$ cat config.mk
export PLATFORM = sky130hd
export DESIGN_NAME = moore_pattern_tx
export DESIGN_NICKNAME = d
export VERILOG_FILES = /design/src/rtl/moore_pkg.sv /design/src/rtl/piso_shreg.sv /design/src/rtl/moore_pattern_tx.sv
export SDC_FILE = /design/constraint.sdc
export NUM_CORES = 1
export LEC_CHECK = 0
export ABC_AREA = 1
export BUFFER_PORTS_ARGS = -buffer_cell sky130_fd_sc_hd__clkbuf_2
export CAP_MARGIN = 20
export CORE_ASPECT_RATIO = 0.9
export CORE_MARGIN = 2
export CORE_UTILIZATION = 40
export CTS_BUF_LIST = sky130_fd_sc_hd__clkbuf_4 sky130_fd_sc_hd__clkbuf_8
export CTS_CLUSTER_DIAMETER = 200
export DETAILED_ROUTE_END_ITERATION = 6
export PLACE_DENSITY = 0.71
export SYNTH_ARGS = -nofsm -noshare
export SYNTH_HDL_FRONTEND = slang
export SYNTH_SLANG_ARGS = --single-unit
export TNS_END_PERCENT = 30
$ cat constraint.sdc
create_clock -name clk -period 2.7 [get_ports clk]
set_input_delay 0.27 -clock clk [delete_from_list [all_inputs] [get_ports clk]]
set_output_delay 0.27 -clock clk [all_outputs]
set_load 0.005 [all_outputs]
$ cat src/rtl/moore_pkg.sv
// Shared types and helpers for the Moore pattern transmitter path.
package moore_pkg;

  // Transmitter FSM encoding.
  typedef enum logic [1:0] {
    TxIdle = 2'd0,
    TxSend = 2'd1,
    TxGap  = 2'd2
  } tx_state_t;

  // Default level driven on the serial line when no frame is in flight.
  localparam logic IDLE_LEVEL_DEF = 1'b0;

  // Saturate a requested length: 0 or anything above width means a full word.
  function automatic int unsigned eff_len(input int unsigned len, input int unsigned width);
    return ((len == 0) || (len > width)) ? width : len;
  endfunction

endpackage

$ cat src/rtl/piso_shreg.sv
// Parallel-load, shift-left register; zeros shift in at the LSB.
module piso_shreg #(
  parameter int unsigned Width = 8
) (
  input  logic             clk_i,
  input  logic             rst_ni,
  input  logic             load_i,
  input  logic             shift_i,
  input  logic [Width-1:0] data_i,
  output logic [Width-1:0] q_o,
  output logic             msb_o
);

  logic [Width-1:0] sreg_q, sreg_d;

  // Load has priority over shift.
  always_comb begin
    sreg_d = sreg_q;
    if (load_i) begin
      sreg_d = data_i;
    end else if (shift_i) begin
      sreg_d = {sreg_q[Width-2:0], 1'b0};
    end
  end

  // Register state with asynchronous clear.
  always_ff @(posedge clk_i or negedge rst_ni) begin
    if (!rst_ni) begin
      sreg_q <= '0;
    end else begin
      sreg_q <= sreg_d;
    end
  end

  assign q_o   = sreg_q;
  assign msb_o = sreg_q[Width-1];

endmodule

$ cat src/rtl/moore_pattern_tx.sv
// Serial pattern transmitter: takes a word over valid/ready and sends it MSB-first,
// one bit per clock, followed by an optional idle gap.
module moore_pattern_tx
  import moore_pkg::*;
#(
  parameter int unsigned WIDTH      = 8,
  parameter int unsigned LEN_W      = $clog2(WIDTH + 1),
  parameter int unsigned GAP        = 1,
  parameter logic        IDLE_LEVEL = IDLE_LEVEL_DEF
) (
  input  logic             clk,
  input  logic             rst,
  input  logic             pat_valid,
  output logic             pat_ready,
  input  logic [WIDTH-1:0] pat_data,
  input  logic [LEN_W-1:0] pat_len,
  output logic             dout,
  output logic             dout_valid,
  output logic             busy,
  output logic             done
);

  tx_state_t        state_q, state_d;
  logic [LEN_W-1:0] bit_cnt_q, bit_cnt_d;
  logic             dout_q, dout_d;
  logic             dout_valid_q, dout_valid_d;
  logic             busy_q, busy_d;
  logic             done_q, done_d;

  logic             sreg_load, sreg_shift;
  logic [WIDTH-1:0] sreg_q;
  logic             sreg_msb;
  logic [WIDTH-1:0] load_val;
  int unsigned      len_eff;
  logic             gap_load;
  logic             gap_last;

  // Align the pattern so its first bit lands at the register MSB.
  assign len_eff  = eff_len(32'(pat_len), WIDTH);
  assign load_val = pat_data << (WIDTH - len_eff);

  piso_shreg #(
    .Width (WIDTH)
  ) u_shreg (
    .clk_i   (clk),
    .rst_ni  (rst),
    .load_i  (sreg_load),
    .shift_i (sreg_shift),
    .data_i  (load_val),
    .q_o     (sreg_q),
    .msb_o   (sreg_msb)
  );

  // Ready comes from the state register alone, never from pat_valid.
  assign pat_ready = (state_q == TxIdle);

  // Next-state and registered-output decode.
  always_comb begin
    state_d      = state_q;
    bit_cnt_d    = bit_cnt_q;
    dout_d       = IDLE_LEVEL;
    dout_valid_d = 1'b0;
    done_d       = 1'b0;
    sreg_load    = 1'b0;
    sreg_shift   = 1'b0;
    gap_load     = 1'b0;
    unique case (state_q)
      TxIdle: begin
        if (pat_valid) begin
          // First bit goes out on the handshake edge itself.
          sreg_load    = 1'b1;
          bit_cnt_d    = LEN_W'(len_eff);
          dout_d       = load_val[WIDTH-1];
          dout_valid_d = 1'b1;
          state_d      = TxSend;
        end
      end
      TxSend: begin
        sreg_shift = 1'b1;
        if (bit_cnt_q == LEN_W'(1)) begin
          bit_cnt_d = '0;
          done_d    = 1'b1;
          gap_load  = 1'b1;
          state_d   = (GAP > 0) ? TxGap : TxIdle;
        end else begin
          // sreg_q[WIDTH-1] is on the line now; the next bit sits just below it.
          bit_cnt_d    = bit_cnt_q - LEN_W'(1);
          dout_d       = sreg_q[WIDTH-2];
          dout_valid_d = 1'b1;
        end
      end
      TxGap: begin
        if (gap_last) begin
          state_d = TxIdle;
        end
      end
      default: state_d = TxIdle;
    endcase
    busy_d = (state_d != TxIdle);
  end

  // Gap counter only exists when a gap is configured.
  if (GAP > 0) begin : g_gap
    localparam int unsigned GapW = $clog2(GAP + 1);
    logic [GapW-1:0] gap_cnt_q, gap_cnt_d;

    // Load on leaving SEND, count down while in GAP.
    always_comb begin
      gap_cnt_d = gap_cnt_q;
      if (gap_load) begin
        gap_cnt_d = GapW'(GAP);
      end else if ((state_q == TxGap) && (gap_cnt_q != '0)) begin
        gap_cnt_d = gap_cnt_q - GapW'(1);
      end
    end

    // Gap counter register.
    always_ff @(posedge clk or negedge rst) begin
      if (!rst) begin
        gap_cnt_q <= '0;
      end else begin
        gap_cnt_q <= gap_cnt_d;
      end
    end

    assign gap_last = (gap_cnt_q == GapW'(1));
  end else begin : g_no_gap
    assign gap_last = 1'b1;
  end

  // State, counter and output registers; reset aborts any frame in flight.
  always_ff @(posedge clk or negedge rst) begin
    if (!rst) begin
      state_q      <= TxIdle;
      bit_cnt_q    <= '0;
      dout_q       <= IDLE_LEVEL;
      dout_valid_q <= 1'b0;
      busy_q       <= 1'b0;
      done_q       <= 1'b0;
    end else begin
      state_q      <= state_d;
      bit_cnt_q    <= bit_cnt_d;
      dout_q       <= dout_d;
      dout_valid_q <= dout_valid_d;
      busy_q       <= busy_d;
      done_q       <= done_d;
    end
  end

  assign dout       = dout_q;
  assign dout_valid = dout_valid_q;
  assign busy       = busy_q;
  assign done       = done_q;

  // MSB is exposed for observers; the FSM looks one bit ahead instead.
  logic unused_msb;
  assign unused_msb = sreg_msb;

endmodule

==> metrics.md, run 1 <==
| Metric | Value |
|---|---|
| Io pins | 20 |
| Post-synthesis sequential area ratio | 38.3% |
| Placed cell count | 215 |
| Non-filler cells in the finished layout | 220 |
| Largest fanout on the critical path | 11 |
| Final HPWL DP | 2020 um |
| Post-Route WL | 2570 um |
| Input/output buffers | 19 |
| Clock Skew | 0.00465 ns |
| Syn Nets | 177 |
| Worst R2R Path Depth | 6 |
| Run status | complete, no violations |
| Distinct cells, synth | 26 |
| Count leader, synth | nand2_1 |
| DRC violation count after routing | 0 |
| Startpoint types | input port |
| DR vias/cell | 5.15 |
| Main synth FF type | dfrtp_1 |
| Final setup fails | 0 |
| Crit path time final | 2.08 ns |
| Drt pass-1 iters | 4 |
| Slowest CP cell | ha_1 |
| Share of cells above drive strength 1 | 20.6% |
| Core Footprint | 2770 sq um |
| Yosys Warn Count | 0 |
| Crit path cell chain | clkbuf_2 > nor2_2 > nand2_1 > nand2_2 > nand3_2 > ha_1 > clkinv_1 > nand4_1 > a21oi_1 > o21ai_1 > nand2_1 > nand2_1 > nand2_1 |
| Cell area after synthesis | 1180 sq um |
| Clock Root Buffer | clkbuf_4 |
| Clock Path Buffers | 2 |
| Total grt overflow | 0 |
| Max Slew Vio Count | 0 |
| Post-route clock period utilization | 77.1% |
| Setup TNS | 0 ns |
| Post-synth EDFFs | 0 |
| Initial Utilization | 42.5% |
| Synth area leaders | dfrtp_1 (38%), nand2_1 (15%), o21ai_0 (6.4%) |
| Internal reg-to-reg setup slack | 1.00 ns |
| GPL Wtd Cong | 0.948 |
| Cell type with the largest total area after synthesis | dfrtp_1 |
| Worst setup EP type | flip-flop |
| Fillers | 277 |
| Clock transition at path regs | 0.10 ns |
| Chip Height | 55.4 um |
| DP Area | 1300 sq um |
| Worst EP arrival | 2.27 ns |
| Wirelength per Cell | 11.7 um |
| # resized after CTS | 0 |
| # Max-Cap Violations | 0 |
| Util after Layout | 48.6% |
| Worst-margin pin slew | 0.529 ns |
| Syn_area_per_cell | 7.40 sq um |
| Flops & latches, synth | 18 |
| Reg-to-Reg End | u_shreg.q_o[0] |
| Crit Path Class | input port to flip-flop |
| 1st-iter DRT viols | 71 |
| Worst Path Required | 2.89 ns |
| Synth async-reset ratio | 100% |
| Worst-Skew Late Latency | 0.29 ns |
| Initial antenna violation count | 0 |
| Syn-to-layout area delta | 14.4% |
| Maximum clock frequency | 480 MHz |
| Nets | 199 |
| # clock sinks | 18 |
| Top cell type's share of synthesized area | 38.3% |
| Headroom to the max-slew limit | 64.6% |
| Worst path max stage delay | 0.50 ns |
| Final instance area | 1350 sq um |
| Critical R2R Launch | state_q[0] |
| VDD IR-drop max | 0.622 mV |
| Row cnt | 18 |
| CTS Buf Count | 3 |
| Final Hold Viols | 0 |
| First-pass GRT wire length | 4500 um |
| Hold_ws | 0.306 ns |
| Pleak | 0.727 nW |
| Power density over the cells | 931 nW/um^2 |
| Antenna diodes | 0 |
| Post-Synthesis Cells | 159 |
| CP endpoint | u_shreg.q_o[4] |
| RSZ-0062 raised after global routing | false |
| Crit path from | pat_len[0] |
| Die W | 61.2 um |
| Post-DRT Antenna Nets | 0 |
| Vias in the first global route | 1,090 |
| DR vias | 1,134 |
| CP dominant cell by count | nand2_1 |
| Largest net degree at the start of global routing | 19 |
| H-tree levels | 1 |
| TritonCTS clock tree | yes |
| Worst hold path class | input port to flip-flop |
| Top cells by count, synth | nand2_1 (48), dfrtp_1 (18), inv_1 (17) |
| Full die area | 3390 sq um |
| Gr usage total | 16.9% |
==> cell families after synthesis <==
group	count (synthesis)	share of synthesized area, %
compound gates	30	14.9
simple gates	85	34.5
buf+inv	21	7.66
xor+xnor	2	1.49
fa+ha+maj	3	3.19
flops	18	38.3
==> registers in the layout, summed over array words and instances, names as in the netlist <==
register,cells
busy,1
u_shreg.q_o,7
done,1
bit_cnt_q,4
dout,1
dout_valid,1
g_gap.gap_cnt_q,1
state_q,2
==> power by group <==
part | internal [W] | switching, W | leakage (nW)
Clock | 0.0000822 | 0.0000835 | 0.0210
Sequential | 0.000394 | 0.0000523 | 0.220
Combinational | 0.000238 | 0.000402 | 0.486
==> routing by layer <==
layer	track usage, %	routed length (um)	vias to the layer above
met5	0	0	-
met4	2.80	0	0
met3	4.22	101	0
met2	29.2	1330	30
met1	21.2	1140	542
li1	-	-	562
==> layout make-up <==
cell class,count,area (sq um),share of cell area (%)
Sequential cell,18,450,33.5
Inverter,18,67.6,5.02
Timing Repair Buffer,20,105,7.81
Multi-Input combinational cell,120,636,47.3
Clock buffer,4,36.3,2.70
Tap cell,40,50.0,3.72
==> timing repair <==
item / 4_1_cts / 5_1_grt
hold buffers: 1 / 0
endpoints found under the hold margin: 18 / 0
endpoints found under the setup margin: 0 / 0
setup buffers: 0 / 0
==> worst max-delay path: cells and delay by family <==
family / cells / cell delay [ns]
AND/OR/NAND/NOR: 8 / 0.89
AO/OA/AOI/OAI: 2 / 0.20
buffers and inverters: 2 / 0.40
adder cells (fa/ha/maj): 1 / 0.50
==> how the worst min path moves through the flow <==
stage	startpoint	endpoint	slack [ns]	cells past startpoint
2_1_floorplan	rst	bit_cnt_q[0]	-0.03	0
5_1_grt	pat_data[0]	u_shreg.q_o[0]	0.32	3
4_1_cts	pat_data[0]	u_shreg.q_o[0]	0.30	3
6_report	pat_data[0]	u_shreg.q_o[0]	0.31	3
3_3_place_gp	rst	bit_cnt_q[1]	0.22	1
3_5_place_dp	rst	bit_cnt_q[1]	0.23	1
==> placed cells by master (no fill, tap or decap), types with 4 or more instances in the layout <==
cell       n
o21ai_0   15
dfrtp_1   18
nand3_1   14
nand2_2    6
nor2_1     8
clkbuf_2  19
a21oi_1    4
nand2_1   48
inv_1     17
==> per-stage QoR <==
stage | total power (W) | setup WS [ns]
after floorplan | 0.000929 | 0.854
after global placement | 0.00106 | 0.406
after detailed placement | 0.00109 | 0.326
after CTS | 0.00126 | 0.645
after global routing | 0.00138 | 0.395
final | 0.00125 | 0.618
No activity file was read; power rests on OpenSTA's default activity.
==> run 2: changes to the inputs <==
Settings changed: PLACE_DENSITY 0.71 to 0.73.
Clock period 2.7 ns to 1.85 ns, I/O delays scaled along.
==> metrics.md, run 2 (same netlist as run 1, synthesis figures left out) <==
| Metric | Value |
|---|---|
| 1st-iter DRT viols | 28 (-61%) |
| Max reg flops | 7 (unchanged) |
| Clock Path Buffers | 2 (unchanged) |
| # clock sinks | 18 (unchanged) |
| Worst-Skew Late Latency | 0.30 ns (about the same) |
| Most common cell after layout, fill and taps aside | nand2_1 |
| TritonCTS clock tree | yes |
| Worst EP arrival | 1.88 ns (-0.39 ns) |
| Gr usage total | 17.0% (+0.061 points) |
| Setup TNS | 0 ns (unchanged) |
| # Post-CTS Setup Buffers | 0 (unchanged) |
| Initial Utilization | 42.5% (unchanged) |
| Power density over the cells | 1330 nW/um^2 (+43%) |
| Clock Root Buffer | clkbuf_4 |
| Worst hold path class | input port to flip-flop |
| Initial antenna violation count | 0 (unchanged) |
| M1 WL | 1140 um (+0.44%) |
| Io pins | 20 (unchanged) |
| Drt pass-1 iters | 6 (+2) |
| Final instance area | 1400 sq um (+3.9%) |
| Final HPWL DP | 2120 um (+4.9%) |
| Syn-to-layout area delta | 18.8% |
| # Max-Cap Violations | 0 (unchanged) |
| Die W | 61.2 um (unchanged) |
| Row cnt | 18 (unchanged) |
| Post-DRT Antenna Nets | 0 (unchanged) |
| # resized after CTS | 0 (unchanged) |
| Max Slew Vio Count | 0 (unchanged) |
| Highest Signal Layer | met4 |
| Largest fanout on the critical path | 4 (-7) |
| Maximum clock frequency | 612 MHz |
| Post-Route WL | 2650 um (+3.2%) |
| Worst Path Required | 2.09 ns (-0.80 ns) |
| Share of cells above drive strength 1 | 23.5% (+3.0 points) |
| Total grt overflow | 0 (unchanged) |
| Post-route clock period utilization | 88.3% |
| Vias in the first global route | 1,113 (+2.1%) |
| DR vias/cell | 5.00 (-3.1%) |
| Clock transition at path regs | 0.10 ns (about the same) |
| Antenna diodes | 0 (unchanged) |
| Worst setup EP type | flip-flop |
| Full die area | 3390 sq um (unchanged) |
| Run status | complete, no violations |
| Core Footprint | 2770 sq um (unchanged) |
| Hold_ws | 0.236 ns (-0.0698 ns) |
| Reg area | 450 sq um (unchanged) |
| Headroom to the max-slew limit | 71.2% (+6.5 points) |
| H-tree levels | 1 (unchanged) |
| Startpoint types | input port |
| DR WL met3 | 109 um (+7.9%) |
| Largest net degree at the start of global routing | 19 (unchanged) |
| Final Hold Viols | 0 (unchanged) |
| Nets | 206 (+3.5%) |
| Crit path time final | 1.63 ns |
| Commonest cells after routing, fill and taps aside | nand2_1 (48), clkbuf_2 (19), dfrtp_1 (18) |
| Overall power | 0.00186 W (+49%) |
| Worst-margin pin slew | 0.433 ns (-0.0969 ns) |
| Input/output buffers | 19 (unchanged) |
| Multi-input logic area | 636 sq um (unchanged) |
| Fillers | 290 (+4.7%) |
| GPL Wtd Cong | 0.870 (-8.2%) |
| Final setup fails | 0 (unchanged) |
| Chip Height | 55.4 um (unchanged) |
| DR vias | 1,134 (unchanged) |
| Clock Skew | 0.00354 ns (-0.00111 ns) |
| DP Area | 1350 sq um (+4.0%) |
| Util after Layout | 50.5% (+1.9 points) |
| Routed met2 length | 1370 um (+3.2%) |
| Pleak | 0.761 nW (+4.6%) |
| First-pass GRT wire length | 4510 um (+0.31%) |
| Crit Path Class | input port to flip-flop |
| DRC violation count after routing | 0 (unchanged) |
| CTS Buf Count | 3 (unchanged) |
| Wirelength per Cell | 11.7 um (about the same) |
| RSZ-0062 raised after global routing | false |
| VDD IR-drop max | 0.624 mV (+0.22%) |
run 2: cell types whose count changed in the layout (fill, tap and decap cells not counted), sizes merged:
cell	previous run	this run
buf	0	7
run 2: area by class of cell:
cell class / count / share of cell area, %
clock buffer: 4 / 2.60
inverter: 18 / 4.83
multi-input combinational: 120 / 45.5
sequential: 18 / 32.2
tap: 40 / 3.58
timing repair buffer: 27 / 11.3
run 2: path summary, 6_finish.rpt:
kind | depth (start not counted) | startpoint | end | slack [ns]
min in group asynchronous | 2 | rst | bit_cnt_q[1] | 0.35
max | 14 | pat_len[0] | u_shreg.q_o[6] | 0.22
min | 3 | pat_data[0] | u_shreg.q_o[0] | 0.24
max in group asynchronous | 2 | rst | u_shreg.q_o[0] | 1.20
max reg2reg | 7 | state_q[1] | bit_cnt_q[3] | 0.22
min reg2reg | 2 | u_shreg.q_o[5] | u_shreg.q_o[5] | 0.49
run 2: power breakdown:
part | switching (W) | internal, W
combinational | 0.000597 | 0.000374
clock | 0.000121 | 0.000120
sequential | 0.0000768 | 0.000575
total | 0.000795 | 0.00107
run 2: per-layer routing:
| metal | vias to the layer above | track usage (%) |
|---|---|---|
| met5 | - | 0 |
| met4 | 0 | 3.11 |
| met3 | 5 | 5.39 |
| met2 | 28 | 29.0 |
| met1 | 525 | 20.6 |
| li1 | 576 | - |
run 2: critical path, cell delays in order:
cell and delay [ns]:
clkbuf_2 0.09, nor2_2 0.12, nand2_1 0.10, nand2_2 0.10, nand3_1 0.11, ha_1 0.20, inv_1 0.12, xor2_1 0.31
inv_1 0.13, nor2_1 0.15, nand3_1 0.09, nand2_1 0.06, o21ai_1 0.05, inv_1 0.05
run 2: timing repair:
item,4_1_cts,5_1_grt
hold endpoints to repair,18,0
setup endpoints to repair,0,0
hold buffers,1,0
run 2: metrics by stage:
step / worst slack, ns / std cells
floorplan: 0.0894 / 159
global route: 0.0394 / 227
detailed placement: -0.0555 / 222
global placement: 0.0710 / 222
CTS: 0.222 / 227
finish: 0.216 / 227
==> run 3: changes to the inputs <==
Settings changed: ABC_AREA 1 to default, PLACE_DENSITY 0.73 to 0.74.
==> metrics.md, run 3 <==
| Metric | Value |
|---|---|
| Run status | complete, no violations |
| Final HPWL DP | 1850 um (-13%) |
| Yosys Warn Count | 0 (unchanged) |
| Vias in the first global route | 921 (-17%) |
| Xor/xnor share of the synthesized area | 1.58% (+0.089 points) |
| Main synth FF type | dfrtp_1 |
| Startpoint types | flip-flop |
| Initial Utilization | 41.1% (-1.4 points) |
| Drt pass-1 iters | 5 (-1) |
| RSZ-0062 raised after global routing | false |
| Internal reg-to-reg setup slack | 0.24 ns (+0.03 ns) |
| Syn_area_per_cell | 8.81 sq um (+19%) |
| Worst-margin pin slew | 0.518 ns (+0.0852 ns) |
| Clock transition at path regs | 0.11 ns (about the same) |
| # Max-Cap Violations | 0 (unchanged) |
| Core Footprint | 2700 sq um (-2.4%) |
| Share of cells above drive strength 1 | 20.9% (-2.6 points) |
| Clock Root Buffer | clkbuf_4 |
| Adder-cell area share of the yosys netlist | 3.38% (+0.19 points) |
| Top cell type's share of synthesized area | 40.6% (+2.3 points) |
| Fillers | 265 (-8.6%) |
| Non-filler cells in the finished layout | 178 (-22%) |
| Nets | 167 (-19%) |
| Crit path time final | 1.61 ns (-0.0292 ns) |
| Cell type with the largest total area after synthesis | dfrtp_1 |
| # resized after CTS | 0 (unchanged) |
| Worst EP arrival | 1.81 ns (-0.07 ns) |
| # clock sinks | 18 (unchanged) |
| Crit Path Class | flip-flop to flip-flop |
| Post-route clock period utilization | 86.8% (-1.6 points) |
| VDD IR-drop max | 0.401 mV (-36%) |
| Post-Synth Simple-Gate Area | 19.3% (-15 points) |
| Worst-Skew Late Latency | 0.29 ns (about the same) |
| Row cnt | 18 (unchanged) |
| Top cells by count, synth | dfrtp_1 (18), nand2_1 (18), nor2_1 (14) |
| Worst hold path class | input port to flip-flop |
| Antenna diodes | 0 (unchanged) |
| Die W | 59.5 um (-2.7%) |
| 1st-iter DRT viols | 42 (+50%) |
| H-tree levels | 1 (unchanged) |
| Power density over the cells | 1300 nW/um^2 (-2.2%) |
| Max Slew Vio Count | 0 (unchanged) |
| Setup TNS | 0 ns (unchanged) |
| DRC violation count after routing | 0 (unchanged) |
| Reg area | 450 sq um (unchanged) |
| First-pass GRT wire length | 4030 um (-11%) |
| Wirelength per Cell | 13.4 um (+15%) |
| Full die area | 3210 sq um (-5.2%) |
| Largest net degree at the start of global routing | 19 (unchanged) |
| Clock Skew | 0.00927 ns (+0.00573 ns) |
| Io pins | 20 (unchanged) |
| Flops & latches, synth | 18 (unchanged) |
| Initial antenna violation count | 0 (unchanged) |
| Post-Synthesis Cells | 126 (-21%) |
| Post-synth EDFFs | 0 (unchanged) |
| Post-Route WL | 2390 um (-10%) |
| Largest fanout on the critical path | 14 (+10) |
| Chip Height | 54.0 um (-2.7%) |
| Worst setup EP type | flip-flop |
| CTS Buf Count | 3 (unchanged) |
| Final setup fails | 0 (unchanged) |
| Synth async-reset ratio | 100% (unchanged) |
| Multi-input logic area | 602 sq um (-5.3%) |
| Total grt overflow | 0 (unchanged) |
| Syn Nets | 144 (-19%) |
| Mux share of post-synthesis cell area | 6.31% (+6.3 points) |
| GPL Wtd Cong | 0.823 (-5.4%) |
| Distinct cells, synth | 35 (+35%) |
| Cell area after synthesis | 1110 sq um (-5.6%) |
| Post-DRT Antenna Nets | 0 (unchanged) |
| Headroom to the max-slew limit | 65.4% (-5.7 points) |
| Syn-to-layout area delta | 16.1% |
| TritonCTS clock tree | yes |
| Util after Layout | 47.7% (-2.8 points) |
| Final Hold Viols | 0 (unchanged) |
| Worst Path Required | 2.06 ns (-0.03 ns) |
| DR vias/cell | 5.55 (+11%) |
| Post-synthesis sequential area ratio | 40.6% (+2.3 points) |
| Synth area leaders | dfrtp_1 (41%), mux2i_1 (6.3%), nand2_1 (6.1%) |
| Clock Path Buffers | 2 (unchanged) |
| Gr usage total | 16.8% (-0.22 points) |
| Largest family of logic cells by synthesized area | compound AO/OA/AOI/OAI gates |
| DR vias | 988 (-13%) |
| Pleak | 0.612 nW (-20%) |
| Max reg flops | 7 (unchanged) |
| Placed cell count | 173 (-22%) |
| Maximum clock frequency | 623 MHz (+1.8%) |
| Most common cell after layout, fill and taps aside | clkbuf_2 |
| Compound-Gate Fraction of Synth Area | 23.7% (+8.8 points) |
| Input/output buffers | 19 (unchanged) |
| Commonest cells after routing, fill and taps aside | clkbuf_2 (19), nand2_1 (18), dfrtp_1 (18) |
run 3: cell count changes after synthesis, moves of 6 or more:
cell / previous run / this run
mux2i_1: 0 / 7
nand2_1: 48 / 18
o21ai_0: 15 / 8
nand2_2: 6 / 0
inv_1: 17 / 5
nor2_1: 8 / 14
nand3_1: 14 / 2
run 3: final timing paths:
check                      cells after the start        endpoint    startpoint
setup reg to reg                               5  u_shreg.q_o[6]    state_q[0]
min in group asynchronous                      2            done           rst
setup / recovery                               5  u_shreg.q_o[6]    state_q[0]
hold reg to reg                                1    bit_cnt_q[3]  bit_cnt_q[3]
hold / removal                                 3    bit_cnt_q[1]    pat_len[1]
max in group asynchronous                      2  u_shreg.q_o[6]           rst
run 3: final cells by class:
type / count / area share [%]
Multi-Input combinational cell: 96 / 46.7
Sequential cell: 18 / 35.0
Timing Repair Buffer: 24 / 10.5
Tap cell: 30 / 2.91
Clock buffer: 4 / 2.82
Inverter: 6 / 2.14
run 3: timing repair:
item	4_1_cts	5_1_grt
hold buffers	1	0
hold endpoints to repair	18	0
setup buffers	0	0
run 3: cells by family (layout without fill, tap and decap cells):
| logic type | count (synthesis) | after routing |
|---|---|---|
| adder cells (fa/ha/maj) | 3 | 3 |
| XOR/XNOR | 2 | 2 |
| flip-flops | 18 | 18 |
| multiplexers | 7 | 7 |
| AND/OR/NAND/NOR | 47 | 47 |
| buffers and inverters | 12 | 34 |
| AO/OA/AOI/OAI | 37 | 37 |
run 3: routing by layer:
layer  vias to the layer above  GRT usage [%]  routed length [um]
met4                         0           5.56                  10
met1                       461           23.3                1170
met3                         2           2.16                 124
met5                         -              0                   0
li1                        496              -                   -
met2                        29           27.1                1080
run 3: worst max-delay path, stage by stage (launching register included):
cell and delay (ns):
dfrtp_1 0.45, nor2_1 0.18, nand2_1 0.31, a31oi_1 0.26
o21ai_0 0.13, o21ai_0 0.20
run 3: power breakdown:
group,leakage (nW),internal [W],switching (W)
Clock,0.0210,0.000120,0.000121
Combinational,0.368,0.000329,0.000452
Sequential,0.223,0.000550,0.000109
Total,0.612,0.000999,0.000682
run 3: through the flow:
stage                     cell area (sq um)  setup WS [ns]  power [W]  hold WS (ns)
after floorplan                        1110          0.242    0.00121        -0.111
after global placement                 1240         0.0625    0.00141         0.148
after detailed placement               1240       -0.00931    0.00144         0.148
after CTS                              1290          0.250    0.00169         0.166
after global routing                   1290         0.0193    0.00184         0.171
final                                  1290          0.245    0.00168         0.164
